### config.mk
export PLATFORM = sky130hd
export DESIGN_NAME = psk_mod
export DESIGN_NICKNAME = d
export VERILOG_FILES = /design/src/rtl/psk_mod.sv
export SDC_FILE = /design/constraint.sdc
export NUM_CORES = 1
export LEC_CHECK = 0
export BUFFER_PORTS_ARGS = -buffer_cell sky130_fd_sc_hd__buf_4
export CORE_MARGIN = 4
export CORE_UTILIZATION = 54
export CTS_CLUSTER_DIAMETER = 120
export DETAILED_ROUTE_END_ITERATION = 10
export PLACE_DENSITY = 0.74
export SLEW_MARGIN = 20
export SYNTH_ARGS = -nofsm -noshare
export SYNTH_HDL_FRONTEND = slang
export SYNTH_SLANG_ARGS = --single-unit
### constraint.sdc
create_clock -name clk -period 5 [get_ports clk]
set_input_delay 0.25 -clock clk [delete_from_list [all_inputs] [get_ports clk]]
set_output_delay 0.25 -clock clk [all_outputs]
set_load 0.005 [all_outputs]
### src/rtl/psk_mod.sv
// -----------------------------------------------------------------------------
// psk_mod -- M-PSK (BPSK / QPSK) baseband modulator
//
// A serial bit stream arrives over a valid/ready handshake and is packed into
// 1-bit (BPSK) or 2-bit (QPSK, Gray coded) symbols. Each symbol is played out
// as CYCLES_PER_SYM periods of an offset-binary sine carrier whose phase is
// shifted by the symbol value. The carrier comes from a quarter-wave table
// (LUT_SIZE/4+1 entries) unfolded by symmetry. Symbols follow each other
// without a gap as long as the next one is complete by the last sample of the
// current one; otherwise an underrun pulse is raised and the output returns
// to midscale.
//
// Optional feature (compile-time macro):
//   PSK_DIFF_EN  defined   -> differential phase: the applied phase is a
//                             running sum of symbol offsets (mod LUT_SIZE),
//                             cleared by rst and on underrun.
//                undefined -> absolute phase, symbol offset used directly.
//
// Parameters:
//   WIDTH          sample width in bits (4..12)
//   LUT_SIZE       samples per carrier period (power of two, >= 8)
//   CYCLES_PER_SYM carrier periods per symbol (>= 1)
//
// Ports:
//   clk          in   clock, rising edge
//   rst          in   synchronous active-high reset (wins over en)
//   en           in   clock enable; 0 holds all state and outputs
//   mode         in   0 = BPSK, 1 = QPSK (latched on first bit of a symbol)
//   bit_in       in   serial data bit, first accepted bit is the MSB
//   bit_valid    in   bit_in is valid
//   bit_ready    out  bit_in is accepted this cycle (combinational)
//   sample_out   out  registered offset-binary carrier sample
//   sample_valid out  sample_out carries a modulated sample
//   sym_start    out  pulse on the first sample of each symbol
//   underrun     out  pulse on the last sample when no next symbol is ready
// -----------------------------------------------------------------------------
module psk_mod #(
  parameter int WIDTH          = 8,
  parameter int LUT_SIZE       = 64,
  parameter int CYCLES_PER_SYM = 2
) (
  input  logic             clk,
  input  logic             rst,
  input  logic             en,
  input  logic             mode,
  input  logic             bit_in,
  input  logic             bit_valid,
  output logic             bit_ready,
  output logic [WIDTH-1:0] sample_out,
  output logic             sample_valid,
  output logic             sym_start,
  output logic             underrun
);

  // ---------------------------------------------------------------------------
  // Derived constants
  // ---------------------------------------------------------------------------
  localparam int KW  = $clog2(LUT_SIZE);
  localparam int PW  = (CYCLES_PER_SYM > 1) ? $clog2(CYCLES_PER_SYM) : 1;
  localparam int QN  = LUT_SIZE / 4;
  localparam int AMP = (1 << (WIDTH - 1)) - 1;

  localparam logic [WIDTH-1:0] MID      = WIDTH'(1 << (WIDTH - 1));
  localparam logic [KW-1:0]    K_LAST   = KW'(LUT_SIZE - 1);
  localparam logic [PW-1:0]    P_LAST   = PW'(CYCLES_PER_SYM - 1);
  localparam logic [KW-1:0]    OFF_Q1   = KW'(QN);
  localparam logic [KW-1:0]    OFF_Q2   = KW'(2 * QN);
  localparam logic [KW-1:0]    OFF_Q3   = KW'(3 * QN);
  localparam logic [KW-2:0]    QN_IDX   = (KW-1)'(QN);

  localparam real PI = 3.14159265358979323846;

  typedef enum logic [0:0] {
    ST_IDLE = 1'b0,
    ST_RUN  = 1'b1
  } state_t;

  // ---------------------------------------------------------------------------
  // Quarter-wave sine table, magnitudes only, computed at elaboration.
  // Entry j = round(AMP * sin(2*pi*j/LUT_SIZE)), j = 0..LUT_SIZE/4.
  // ---------------------------------------------------------------------------
  logic [WIDTH-2:0] qtab_s [0:QN];

  for (genvar j = 0; j <= QN; j++) begin : g_qtab
    localparam real ANG = 2.0 * PI * j / LUT_SIZE;
    localparam int  QV  = $rtoi(AMP * $sin(ANG) + 0.5);
    assign qtab_s[j] = (WIDTH-1)'(QV);
  end

  // ---------------------------------------------------------------------------
  // Registers
  // ---------------------------------------------------------------------------
  state_t           state_r;
  state_t           state_nx_s;

  logic [1:0]       col_r;        // collector shift register, LSB = newest bit
  logic [1:0]       col_cnt_r;    // bits held in the collector (0..2)
  logic             col_mode_r;   // mode latched with the first bit

  logic [KW-1:0]    k_r;          // sample index inside the carrier period
  logic [PW-1:0]    per_r;        // carrier period inside the symbol
  logic [KW-1:0]    phase_r;      // phase applied to the active symbol

  logic [WIDTH-1:0] sample_r;
  logic             sample_valid_r;
  logic             sym_start_r;
  logic             underrun_r;

  // ---------------------------------------------------------------------------
  // Combinational helpers
  // ---------------------------------------------------------------------------
  logic             full_s;
  logic             accept_s;
  logic             boundary_s;
  logic             xfer_s;
  logic             under_s;
  logic [KW-1:0]    off_s;
  logic [KW-1:0]    new_phase_s;
  logic [KW-1:0]    idx_s;
  logic [1:0]       quad_s;
  logic [KW-3:0]    pos_s;
  logic [KW-2:0]    qidx_s;
  logic [WIDTH-2:0] qval_s;
  logic [WIDTH-1:0] lut_s;

  // Collector status and input handshake
  always_comb begin
    full_s = 1'b0;
    if (col_cnt_r == 2'd2) begin
      full_s = 1'b1;
    end else if ((col_cnt_r == 2'd1) && !col_mode_r) begin
      full_s = 1'b1;
    end else begin
      full_s = 1'b0;
    end
    bit_ready = en && !full_s && !rst;
    accept_s  = bit_valid && bit_ready;
  end

  // Phase offset of the symbol waiting in the collector (QPSK is Gray coded)
  always_comb begin
    off_s = {KW{1'b0}};
    if (!col_mode_r) begin
      if (col_r[0]) begin
        off_s = OFF_Q2;
      end else begin
        off_s = {KW{1'b0}};
      end
    end else begin
      case (col_r)
        2'b00:   off_s = {KW{1'b0}};
        2'b01:   off_s = OFF_Q1;
        2'b11:   off_s = OFF_Q2;
        2'b10:   off_s = OFF_Q3;
        default: off_s = {KW{1'b0}};
      endcase
    end
  end

  // Phase to apply when the waiting symbol is transferred
  always_comb begin
    new_phase_s = {KW{1'b0}};
`ifdef PSK_DIFF_EN
    // Running sum wraps naturally at LUT_SIZE because KW bits are kept.
    new_phase_s = phase_r + off_s;
`else
    new_phase_s = off_s;
`endif
  end

  // Sine lookup: unfold the quarter-wave table by quadrant symmetry
  always_comb begin
    idx_s  = k_r + phase_r;
    quad_s = idx_s[KW-1:KW-2];
    pos_s  = idx_s[KW-3:0];
    qidx_s = {1'b0, pos_s};
    if (quad_s[0]) begin
      // falling quarter: mirror around the peak
      qidx_s = QN_IDX - {1'b0, pos_s};
    end else begin
      qidx_s = {1'b0, pos_s};
    end
    qval_s = qtab_s[qidx_s];
    if (quad_s[1]) begin
      lut_s = MID - {1'b0, qval_s};
    end else begin
      lut_s = MID + {1'b0, qval_s};
    end
  end

  // FSM next-state logic and symbol transfer decision
  always_comb begin
    state_nx_s = state_r;
    xfer_s     = 1'b0;
    under_s    = 1'b0;
    boundary_s = (k_r == K_LAST) && (per_r == P_LAST);
    case (state_r)
      ST_IDLE: begin
        if (full_s) begin
          xfer_s     = 1'b1;
          state_nx_s = ST_RUN;
        end else begin
          state_nx_s = ST_IDLE;
        end
      end
      ST_RUN: begin
        if (boundary_s) begin
          if (full_s) begin
            // seamless hand-over to the next symbol
            xfer_s     = 1'b1;
            state_nx_s = ST_RUN;
          end else begin
            under_s    = 1'b1;
            state_nx_s = ST_IDLE;
          end
        end else begin
          state_nx_s = ST_RUN;
        end
      end
      default: begin
        state_nx_s = ST_IDLE;
      end
    endcase
  end

  // ---------------------------------------------------------------------------
  // Sequential logic
  // ---------------------------------------------------------------------------

  // FSM state register
  always_ff @(posedge clk) begin
    if (rst) begin
      state_r <= ST_IDLE;
    end else if (en) begin
      state_r <= state_nx_s;
    end else begin
      state_r <= state_r;
    end
  end

  // Bit collector: shift in accepted bits, empty on transfer
  always_ff @(posedge clk) begin
    if (rst) begin
      col_r      <= 2'b00;
      col_cnt_r  <= 2'd0;
      col_mode_r <= 1'b0;
    end else if (en) begin
      if (xfer_s) begin
        col_r     <= 2'b00;
        col_cnt_r <= 2'd0;
      end else if (accept_s) begin
        col_r     <= {col_r[0], bit_in};
        col_cnt_r <= col_cnt_r + 2'd1;
        if (col_cnt_r == 2'd0) begin
          col_mode_r <= mode;
        end else begin
          col_mode_r <= col_mode_r;
        end
      end else begin
        col_r     <= col_r;
        col_cnt_r <= col_cnt_r;
      end
    end else begin
      col_r      <= col_r;
      col_cnt_r  <= col_cnt_r;
      col_mode_r <= col_mode_r;
    end
  end

  // Sample / period counters and active-symbol phase
  always_ff @(posedge clk) begin
    if (rst) begin
      k_r     <= {KW{1'b0}};
      per_r   <= {PW{1'b0}};
      phase_r <= {KW{1'b0}};
    end else if (en) begin
      if (xfer_s) begin
        k_r     <= {KW{1'b0}};
        per_r   <= {PW{1'b0}};
        phase_r <= new_phase_s;
      end else if (state_r == ST_RUN) begin
        if (k_r == K_LAST) begin
          k_r <= {KW{1'b0}};
          if (per_r == P_LAST) begin
            per_r <= {PW{1'b0}};
          end else begin
            per_r <= per_r + PW'(1);
          end
        end else begin
          k_r <= k_r + KW'(1);
        end
        // an underrun ends the phase history
        if (under_s) begin
          phase_r <= {KW{1'b0}};
        end else begin
          phase_r <= phase_r;
        end
      end else begin
        k_r     <= k_r;
        per_r   <= per_r;
        phase_r <= phase_r;
      end
    end else begin
      k_r     <= k_r;
      per_r   <= per_r;
      phase_r <= phase_r;
    end
  end

  // Registered outputs: one sample per enabled cycle while running
  always_ff @(posedge clk) begin
    if (rst) begin
      sample_r       <= MID;
      sample_valid_r <= 1'b0;
      sym_start_r    <= 1'b0;
      underrun_r     <= 1'b0;
    end else if (en) begin
      if (state_r == ST_RUN) begin
        sample_r       <= lut_s;
        sample_valid_r <= 1'b1;
        sym_start_r    <= (k_r == {KW{1'b0}}) && (per_r == {PW{1'b0}});
        underrun_r     <= under_s;
      end else begin
        sample_r       <= MID;
        sample_valid_r <= 1'b0;
        sym_start_r    <= 1'b0;
        underrun_r     <= 1'b0;
      end
    end else begin
      sample_r       <= sample_r;
      sample_valid_r <= sample_valid_r;
      sym_start_r    <= sym_start_r;
      underrun_r     <= underrun_r;
    end
  end

  assign sample_out   = sample_r;
  assign sample_valid = sample_valid_r;
  assign sym_start    = sym_start_r;
  assign underrun     = underrun_r;

endmodule

==> results of run 1 <==
-- flip-flops by register name, indices dropped and copies added (netlist names), 2 cells and up --
| register | count |
|---|---|
| sample_out | 8 |
| k_r | 6 |
| phase_r | 2 |
| col_cnt_r | 2 |
| col_r | 2 |
-- cell type report --
cell class	instances	area share, %
multi-input cells	193	62.62
flip-flops and latches	26	25.54
repair buffers	17	6.262
well taps	46	2.824
inverters	9	1.657
clock buffers	3	1.105
-- power by group through the flow --
stage | registers (mW) | logic [mW] | clock network (mW)
finish | 0.213 | 0.0307 | 0.0860
global route | 0.213 | 0.0347 | 0.0986
CTS | 0.213 | 0.0309 | 0.0899
detailed placement | 0.217 | 0.0309 | 0
global placement | 0.217 | 0.0306 | 0
floorplan | 0.216 | 0.0236 | 0
-- final timing paths --
kind	start	to	slack, ns	cells after the start
min reg2reg	sample_out[5]$_SDFFE_PP0P_	sample_out[5]$_SDFFE_PP0P_	0.45	2
max reg2reg	k_r[0]$_SDFFE_PP0P_	sample_out[4]$_SDFFE_PP0P_	1.67	13
min	mode	col_mode_r$_SDFFE_PP0P_	0.16	3
max	k_r[0]$_SDFFE_PP0P_	sample_out[4]$_SDFFE_PP0P_	1.67	13
-- per-stage QoR --
step	hold slack, ns	power [mW]
after global routing	0.1712	0.3468
after global placement	0.4352	0.2479
after CTS	0.1565	0.3336
final	0.1614	0.3295
after floorplan	0.3860	0.2392
after detailed placement	0.4394	0.2483
-- layer usage --
metal	GRT usage, %	vias up	share of wire (%)
met5	0	-	0
met4	4.557	0	0.96
met3	3.494	5	3.7
met2	28.55	31	46
met1	28.02	755	49
li1	-	874	-
-- cell usage in the layout (no fill, tap or decap), types with 3 or more instances in the layout --
master,n
nand3_1,10
a32oi_1,4
ha_1,12
clkbuf_4,3
inv_1,8
buf_4,17
and3_1,3
a22o_1,4
a21oi_1,22
or3_1,3
nor2b_1,3
xnor2_1,9
mux2i_1,3
dfxtp_1,26
nand2_1,31
nor3_1,9
xor2_1,3
nand4_1,6
o21ai_0,12
nor2_1,26
-- tightest hold or removal path, delay by kind of cell --
kind          cells  cell delay, ns
buf+inv           1            0.08
simple gates      1            0.07
mux               1            0.05
-- logic make-up (layout without fill, tap and decap cells) --
logic type	Yosys count	in the layout	share of synthesized area, %
buffers and inverters	25	29	6.692
AND/OR/NAND/NOR	103	103	26.12
multiplexers	5	5	2.729
flip-flops	26	26	27.03
AO/OA/AOI/OAI	59	59	21.90
XOR/XNOR	14	14	7.733
adder cells (fa/ha/maj)	12	12	7.797
==> results by group, run 1 <==
Worst setup path
  – Critical path's top delay family: adder cells
  – Worst EP arrival: 3.60 ns
  – Max stage delay on crit path: 0.74 ns
  – Critical-path cell list: inv_1, ha_1, nand2_1, o21ai_0, ha_1, nor3_1, a31oi_2, ha_1, nand2_1, nor2_1, nand2_1, or3_1, nand3_1
  – CP Launch Type: register
  – Element type at the critical path end: register
  – Crit Path Class: register to register
  – Req. time, crit path: 5.27 ns
  – Bufs and invs on worst path: 1
  – Worst-path fanout max: 16
  – CP max stage cell: dfxtp_1

STA
  – Min cycle time layout: 3.329 ns
  – Max Clock Skew: 0.003708 ns
  – Finish-stage setup viols: 0
  – Unrepaired setup endpoints after global routing: false
  – Hold Vio Cnt, Final: 0
  – Fmax: 0.3004 GHz
  – Max-slew violation count: 0
  – Max transition margin: 46.99%
  – Tcrit/Tclk final: 66.57%
  – Slew @ Worst Pin: 0.7941 ns
  – Setup TNS: 0 ns
  – Final worst slack: 1.671 ns

Power
  – Combinational share of power: 9.3%
  – Static Leak: 0.7718 nW
  – Cell area power density: 161.7 nW/um2
  – Sequential power share: 64.6%
  – Cell Int Power: 0.2491 mW
  – Peak VDD IR: 0.0001759 V
  – Clock network fraction of design power: 26.1%
  – Switching part of the total: 24.41%
  – Net Switching: 0.08044 mW

GRT
  – First-pass GRT wire length: 6762 um
  – Vias in the first global route: 1,428
  – Largest net degree at the start of global routing: 27
  – Global-route usage over all layers: 19.09%
  – GRT overflow: 0
  – Initial antenna violation count: 0

Hold path
  – Tightest Hold Check Type: input port to register

Synthesis
  – Top FF cell, synth: dfxtp_1
  – Post-Syn Area: 1926 um2
  – Largest area contributor in the netlist: dfxtp_1
  – Yosys top cell area share: 27.03%
  – Fraction of registers with async set/reset: 0%
  – Seq/Total Area, Yosys: 27.03%
  – Top-count cell post-synth: nand2_1
  – Library cells used by synthesis: 53
  – Most instantiated cells after synthesis: 31 x nand2_1, 26 x dfxtp_1, 26 x nor2_1, 22 x a21oi_1
  – Mapped Avg Cell Area: 7.892 um2
  – Number of synthesized register bits: 26
  – Syn nets: 262
  – Number of flops mapped to enable cells by yosys: 0
  – Synth area leaders: dfxtp_1 27%, ha_1 7.8%, nand2_1 6.0%
  – Total number of yosys warnings: 0
  – Synthesized instance count: 244

Routing
  – Routed wire length: 3967 um
  – Post-DRT Antenna Nets: 0
  – # DRC: 0
  – WL/cell: 13.49 um
  – Drt pass-1 iters: 4
  – Iter 0 DRT Violations: 138
  – Avg Vias per Cell: 5.663
  – Via count: 1,665

Placed design
  – Cell Area, Placed: 2016 um2
  – Pre-CTS setup slack: 1.745 ns
  – Placed cells: 291
  – Routability cong.: 0.8997
  – Port bufs: 17
  – Post-DP HPWL: 2927 um

Final layout
  – Layout cell share with drive strength beyond 1: 14.11%
  – Final nets: 268
  – Area growth syn-to-layout: 5.848%
  – Area of the multi-input gates: 1276 um2
  – Final instance area: 2038 um2
  – Register Area: 520.5 um2
  – Antenna Cells: 0
  – Non-Filler Instances: 294
  – Final Util: 60.13%
  – # fillers: 305

Clock tree
  – Clock buffer depth: 2
  – H-tree depth: 1
  – Clk pin slew, worst setup/hold paths: 0.13 ns
  – Root Buffer: clkbuf_4
  – CTS Buf Count: 3
  – Number of buffers inserted by hold repair at cts: 0
  – Clock sink total: 26
  – # resized after CTS: 0
  – Setup bufs post-CTS: 0
  – Worst skew pair latency: 0.32 ns
  – CTS tree: built

Floorplanning
  – Die X: 67.72 um
  – I/O pins: 18
  – Die extent in y: 67.72 um
  – Initial Util: 56.81%
  – Die footprint: 4585 um2
  – Number of cell rows: 21
  – Placeable core region: 3390 um2

Outcome
  – Outcome: complete, no violations

Flow run
  – Number of max-cap violations: 0
Power figures use the tool's default switching activity.
==> run 2: changes to the inputs <==
CORE_UTILIZATION = 53   (was 54)
PLACE_DENSITY = 0.75   (was 0.74)
clock period = 2.9 ns   (was 5 ns; I/O delays follow)
==> run 2 against run 1 <==
  * First-iteration DRC count is 3.6% lower
  * Clock-buffer cell count stayed put
  * Clock power grew to 2.9 times the previous value
  * Global-route usage is 1.7 points higher
  * Combinational power is 87% higher
  * Register-to-register slack worse by 1.4 ns
==> results by group, run 2 (synthesis results as in run 1) <==
Hold path
  – Tightest Hold Check Type: input port to register

STA
  – Fmax: 0.3777 GHz (+26%)
  – Tcrit/Tclk final: 91.29% (+25 points)
  – Final worst slack: 0.2525 ns (-1.419 ns)
  – Min cycle time layout: 2.647 ns (-0.6812 ns)
  – Unrepaired setup endpoints after global routing: false
  – Max Clock Skew: 0.003917 ns (+0.0002088 ns)
  – Slew @ Worst Pin: 0.6478 ns (-0.1463 ns)
  – Finish-stage setup viols: 0 (unchanged)
  – Hold Vio Cnt, Final: 0 (unchanged)
  – Max transition margin: 56.50% (+9.5 points)
  – Setup TNS: 0 ns (unchanged)
  – Max-slew violation count: 0 (unchanged)
  – Worst hold margin: 0.04024 ns (-0.1211 ns)

Routing
  – Drt pass-1 iters: 4 (unchanged)
  – Post-DRT Antenna Nets: 0 (unchanged)
  – WL/cell: 14.24 um (+5.5%)
  – # DRC: 0 (unchanged)
  – Iter 0 DRT Violations: 133 (-3.6%)
  – Avg Vias per Cell: 5.708 (+0.79%)
  – Routed wire length: 4342 um (+9.5%)
  – Via count: 1,741 (+4.6%)

Worst setup path
  – Worst-path fanout max: 11 (-5)
  – CP max stage cell: dfxtp_1
  – Most used cell, CP: nand2_1
  – Req. time, crit path: 3.18 ns (-2.09 ns)
  – Max stage delay on crit path: 0.47 ns (-0.27 ns)
  – Crit Path Class: register to register
  – CP Launch Type: register
  – Element type at the critical path end: register
  – Worst EP arrival: 2.93 ns (-0.67 ns)
  – Critical-path cell list: ha_2, buf_4, xnor2_1, a21oi_1, a31oi_2, ha_1, nand2_1, nor2_1, nand2_1, or3_1, nand3_1

Final layout
  – Layout cell share with drive strength beyond 1: 18.15% (+4.0 points)
  – Non-Filler Instances: 305 (+3.7%)
  – Area of the multi-input gates: 1279 um2 (+0.20%)
  – Most frequent cells in the layout: 31 x nand2_1, 27 x buf_4, 26 x nor2_1, 26 x dfxtp_1, 22 x a21oi_1
  – Register Area: 520.5 um2 (unchanged)
  – Most common cell after layout, fill and taps aside: nand2_1
  – Final nets: 278 (+3.7%)
  – Max reg flops: 8 (unchanged)
  – Area growth syn-to-layout: 11.44%
  – Final Util: 62.82% (+2.7 points)
  – # fillers: 328 (+7.5%)
  – Antenna Cells: 0 (unchanged)

Clock tree
  – Clock sink total: 26 (unchanged)
  – Root Buffer: clkbuf_4
  – CTS Buf Count: 3 (unchanged)
  – CTS tree: built
  – Number of buffers inserted by hold repair at cts: 0 (unchanged)
  – Worst skew pair latency: 0.32 ns (about the same)
  – Clock buffer depth: 2 (unchanged)
  – H-tree depth: 1 (unchanged)
  – Clk pin slew, worst setup/hold paths: 0.14 ns (about the same)

GRT
  – Met2 Track Usage GR: 34.66% (+6.1 points)
  – GRT overflow: 0 (unchanged)
  – First-pass GRT wire length: 7555 um (+12%)
  – Initial antenna violation count: 0 (unchanged)
  – GR Util met1: 28.49% (+0.46 points)
  – GR Util met3: 3.448% (-0.046 points)
  – Most Used Layer, Global Route: met2
  – Global-route usage over all layers: 20.77% (+1.7 points)
  – Vias in the first global route: 1,677 (+17%)
  – Largest net degree at the start of global routing: 27 (unchanged)

Placed design
  – Placed cells: 301 (+3.4%)
  – Routability cong.: 0.8999 (about the same)
  – Pre-CTS setup slack: 0.2263 ns (-1.519 ns)
  – Post-DP HPWL: 3288 um (+12%)
  – Port bufs: 17 (unchanged)

Floorplanning
  – Die footprint: 4661 um2 (+1.7%)
  – I/O pins: 18 (unchanged)
  – Number of cell rows: 21 (unchanged)
  – Die X: 68.28 um (+0.83%)
  – Initial Util: 56.37% (-0.44 points)
  – Placeable core region: 3416 um2 (+0.78%)
  – Die extent in y: 68.28 um (+0.83%)

Outcome
  – Outcome: complete, no violations

Power
  – Peak VDD IR: 0.0002695 V (+53%)
  – Static Leak: 0.8321 nW (+7.8%)
  – Cell area power density: 313.5 nW/um2 (+94%)

Flow run
  – Number of max-cap violations: 0 (unchanged)
==> run 2: cell types whose count changed in the layout (fill, tap and decap cells not counted) <==
cell / delta
buf_4: +10
bufinv_16: +1
ha_1: -1
ha_2: +1
==> run 2: layout make-up <==
cell class / count / share of cell area [%]
tap: 46 / 2.682
timing repair buffer: 27 / 9.446
inverter: 9 / 1.574
clock inverter: 1 / 1.399
multi-input combinational: 193 / 59.59
clock buffer: 3 / 1.050
sequential: 26 / 24.26
==> run 2: stage by stage <==
stage,power [mW],area (um2)
2_1_floorplan,0.4123,1926
3_3_place_gp,0.4294,2091
3_5_place_dp,0.4300,2091
4_1_cts,0.6757,2143
5_1_grt,0.6954,2146
6_report,0.6728,2146
==> run 2: per-layer routing <==
| metal | share of wire (%) | up-vias |
|---|---|---|
| met5 | 0 | - |
| li1 | - | 892 |
| met2 | 47 | 40 |
| met1 | 48 | 805 |
| met4 | 0.71 | 0 |
| met3 | 4.3 | 4 |
==> run 2: final timing paths <==
kind | from | endpoint | cells after the start | slack [ns]
max reg2reg | k_r[4]$_SDFFE_PP0P_ | sample_out[4]$_SDFFE_PP0P_ | 11 | 0.25
min reg2reg | sample_out[5]$_SDFFE_PP0P_ | sample_out[5]$_SDFFE_PP0P_ | 2 | 0.46
min | mode | col_mode_r$_SDFFE_PP0P_ | 3 | 0.04
max | k_r[4]$_SDFFE_PP0P_ | sample_out[4]$_SDFFE_PP0P_ | 11 | 0.25
==> run 2: where the power goes <==
group | total (mW) | leakage (nW) | switching [mW] | internal, mW
combinational | 0.0575 | 0.594 | 0.0361 | 0.0215
sequential | 0.365 | 0.210 | 0.00434 | 0.361
clock | 0.250 | 0.0279 | 0.110 | 0.140
==> run 2: what timing repair did <==
item,CTS,global route
setup buffers,0,0
endpoints found under the setup margin,0,1
gates resized for setup,0,1
==> run 2: worst max-delay path, delay by kind of cell (launching register included) <==
| kind | cells | cell delay, ns |
|---|---|---|
| buffers and inverters | 1 | 0.21 |
| AOI/OAI and AO/OA | 2 | 0.38 |
| adders and majority gates | 2 | 0.62 |
| and+or+nand+nor | 5 | 0.67 |
| xor gates and xnor gates | 1 | 0.26 |
| DFF | 1 | 0.47 |
==> run 3: changes to the inputs <==
ABC_AREA = 1   (was unset)
CORE_UTILIZATION = 52   (was 53)
==> run 3 against run 2 <==
  * Die area decreased by 8.6%
  * Routed wire length decreased by 20%
  * Clock power decreased by 25%
  * Highest routed layer unchanged
  * Global-route usage decreased by 2.4 points
  * Via count decreased by 7.2%
  * Sequential power increased by 4%
  * Total power increased by 4.1%
  * Register-to-register slack improved by 0.11 ns
  * Critical endpoint is now sample_out[6]$_SDFFE_PP0P_
==> results by group, run 3 <==
Outcome
  – Outcome: complete, no violations

Clock tree
  – Number of buffers inserted by hold repair at cts: 0 (unchanged)
  – CTS Buf Count: 3 (unchanged)
  – Setup bufs post-CTS: 0 (unchanged)
  – # resized after CTS: 0 (unchanged)
  – H-tree depth: 1 (unchanged)
  – CTS tree: built
  – Worst skew pair latency: 0.33 ns (about the same)
  – Clock buffer depth: 2 (unchanged)
  – Clk pin slew, worst setup/hold paths: 0.14 ns (about the same)
  – Clock sink total: 26 (unchanged)
  – Root Buffer: clkbuf_4

Synthesis
  – Post-Syn Area: 1707 um2 (-11%)
  – Most instantiated cells after synthesis: 79 x nand2_1, 28 x inv_1, 26 x dfxtp_1, 22 x a21oi_1, 21 x nor2_1
  – Seq/Total Area, Yosys: 30.50% (+3.5 points)
  – Total number of yosys warnings: 0 (unchanged)
  – Number of synthesized register bits: 26 (unchanged)
  – Fraction of registers with async set/reset: 0% (unchanged)
  – Number of flops mapped to enable cells by yosys: 0 (unchanged)
  – Largest area contributor in the netlist: dfxtp_1
  – Syn nets: 278 (+6.1%)
  – Top-count cell post-synth: nand2_1
  – Mapped Avg Cell Area: 6.564 um2 (-17%)
  – Top FF cell, synth: dfxtp_1
  – Synthesized instance count: 260 (+6.6%)
  – Yosys top cell area share: 30.50% (+3.5 points)
  – Library cells used by synthesis: 30 (-43%)
  – Synth area leaders: dfxtp_1 30%, nand2_1 17%, ha_1 8.8%

Worst setup path
  – Element type at the critical path end: register
  – CP startpoint: k_r[0]$_SDFFE_PP0P_
  – Setup slack, reg-to-reg: 0.36 ns (+0.11 ns)
  – CP endpoint: sample_out[6]$_SDFFE_PP0P_
  – Worst EP arrival: 2.77 ns (-0.16 ns)
  – CP Launch Type: register
  – R2R Path End: sample_out[6]$_SDFFE_PP0P_
  – FF-to-FF Start: k_r[0]$_SDFFE_PP0P_
  – Req. time, crit path: 3.13 ns (-0.05 ns)
  – R2R depth: 18 (+7)
  – Crit Path Class: register to register
  – Worst-path fanout max: 8 (-3)

GRT
  – GRT overflow: 0 (unchanged)
  – Vias in the first global route: 1,506 (-10%)
  – Global-route usage over all layers: 18.37% (-2.4 points)
  – First-pass GRT wire length: 6375 um (-16%)
  – Largest net degree at the start of global routing: 23 (-15%)
  – Initial antenna violation count: 0 (unchanged)

Routing
  – # DRC: 0 (unchanged)
  – Iter 0 DRT Violations: 82 (-38%)
  – Routed wire length: 3483 um (-20%)
  – Via count: 1,615 (-7.2%)
  – Drt pass-1 iters: 4 (unchanged)
  – WL/cell: 10.85 um (-24%)
  – Avg Vias per Cell: 5.031 (-12%)
  – Post-DRT Antenna Nets: 0 (unchanged)

Power
  – Cell area power density: 366.6 nW/um2 (+17%)
  – Peak VDD IR: 0.0002623 V (-2.7%)
  – Overall Power: 0.7000 mW (+4.1%)
  – Static Leak: 0.8694 nW (+4.5%)

STA
  – Max transition margin: 72.09% (+16 points)
  – Min cycle time layout: 2.539 ns (-0.1085 ns)
  – Unrepaired setup endpoints after global routing: false
  – Final worst slack: 0.3610 ns (+0.1085 ns)
  – Slew @ Worst Pin: 0.4158 ns (-0.2320 ns)
  – Max Clock Skew: 0.001646 ns (-0.002271 ns)
  – Max-slew violation count: 0 (unchanged)
  – Setup TNS: 0 ns (unchanged)
  – Fmax: 0.3939 GHz (+4.3%)
  – Finish-stage setup viols: 0 (unchanged)
  – Tcrit/Tclk final: 87.55% (-3.7 points)
  – Hold Vio Cnt, Final: 0 (unchanged)

Final layout
  – Layout cell share with drive strength beyond 1: 15.16% (-3.0 points)
  – Area growth syn-to-layout: 11.88%
  – Final nets: 296 (+6.5%)
  – # fillers: 310 (-5.5%)
  – Most frequent cells in the layout: 79 x nand2_1, 28 x inv_1, 26 x dfxtp_1, 22 x a21oi_1, 21 x nor2_1
  – Non-Filler Instances: 321 (+5.2%)
  – Max reg flops: 8 (unchanged)
  – Antenna Cells: 0 (unchanged)
  – Most common cell after layout, fill and taps aside: nand2_1

Placed design
  – Routability cong.: 0.8595 (-4.5%)
  – Post-DP HPWL: 2739 um (-17%)
  – Port bufs: 17 (unchanged)
  – Pre-CTS setup slack: 0.3812 ns (+0.1549 ns)
  – Placed cells: 317 (+5.3%)

Floorplanning
  – Die footprint: 4263 um2 (-8.6%)
  – Number of cell rows: 20 (-4.8%)
  – Initial Util: 55.00% (-1.4 points)
  – Die extent in y: 65.29 um (-4.4%)
  – I/O pins: 18 (unchanged)
  – Placeable core region: 3103 um2 (-9.2%)
  – Die X: 65.29 um (-4.4%)

Flow run
  – Number of max-cap violations: 0 (unchanged)

Hold path
  – Tightest Hold Check Type: input port to register
## run 3: where the power goes
group	switching [mW]	internal (mW)	leakage (nW)
combinational	0.0846	0.0497	0.638
sequential	0.0104	0.367	0.211
clock	0.111	0.0769	0.0210
## run 3: worst min-delay path by stage
stage / startpoint / end / slack [ns] / cells after the start
2_1_floorplan: rst / sample_out[7]$_SDFFE_PP1P_ / 0.27 / 2
3_3_place_gp: bit_in / col_r[0]$_SDFFE_PP0P_ / 0.42 / 3
3_5_place_dp: bit_in / col_r[0]$_SDFFE_PP0P_ / 0.42 / 3
4_1_cts: bit_in / col_r[0]$_SDFFE_PP0P_ / 0.06 / 3
5_1_grt: bit_in / col_r[0]$_SDFFE_PP0P_ / 0.07 / 3
6_report: bit_in / col_r[0]$_SDFFE_PP0P_ / 0.06 / 3
## run 3: area by class of cell
| class | count | area [um2] | share of cell area [%] |
|---|---|---|---|
| clock buffer | 4 | 36.28 | 1.900 |
| inverter | 31 | 116.4 | 6.094 |
| multi-input combinational | 199 | 1054 | 55.18 |
| sequential | 26 | 520.5 | 27.26 |
| tap | 44 | 55.05 | 2.883 |
| timing repair buffer | 17 | 127.6 | 6.684 |
## run 3: worst max-delay path, stage by stage (launching register included)
cell	delay, ns
dfxtp_1	0.51
inv_1	0.21
ha_1	0.35
nand2_1	0.08
nand2_2	0.10
ha_1	0.19
nand2_1	0.06
nand3_1	0.09
nand2_1	0.10
inv_1	0.05
ha_1	0.20
nand4_1	0.10
nor2_1	0.05
nand2_1	0.08
nand2_1	0.05
nand2_1	0.05
nand2_1	0.04
nand2_1	0.07
a21oi_2	0.05
## run 3: per-layer routing
metal	vias up	global-route usage, %	part of all wire [%]
met5	-	0	0
met4	0	2.332	0.49
met3	5	3.590	2.5
met2	19	32.11	47
met1	716	23.95	50
li1	875	-	-
## run 3: per-stage QoR
step | hold slack (ns) | utilization [%] | instance area (um2)
after floorplan | 0.2719 | - | 1707
after global placement | 0.4168 | 60.36 | 1873
after detailed placement | 0.4191 | 60.36 | 1873
after CTS | 0.05780 | 61.53 | 1909
after global routing | 0.07137 | 61.53 | 1909
final | 0.06058 | 61.53 | 1909
## run 3: cell families after synthesis
group | synth area share [%]
simple gates | 38.34
xor+xnor | 1.540
buf+inv | 7.771
fa+ha+maj | 8.797
compound gates | 13.05
flops | 30.50
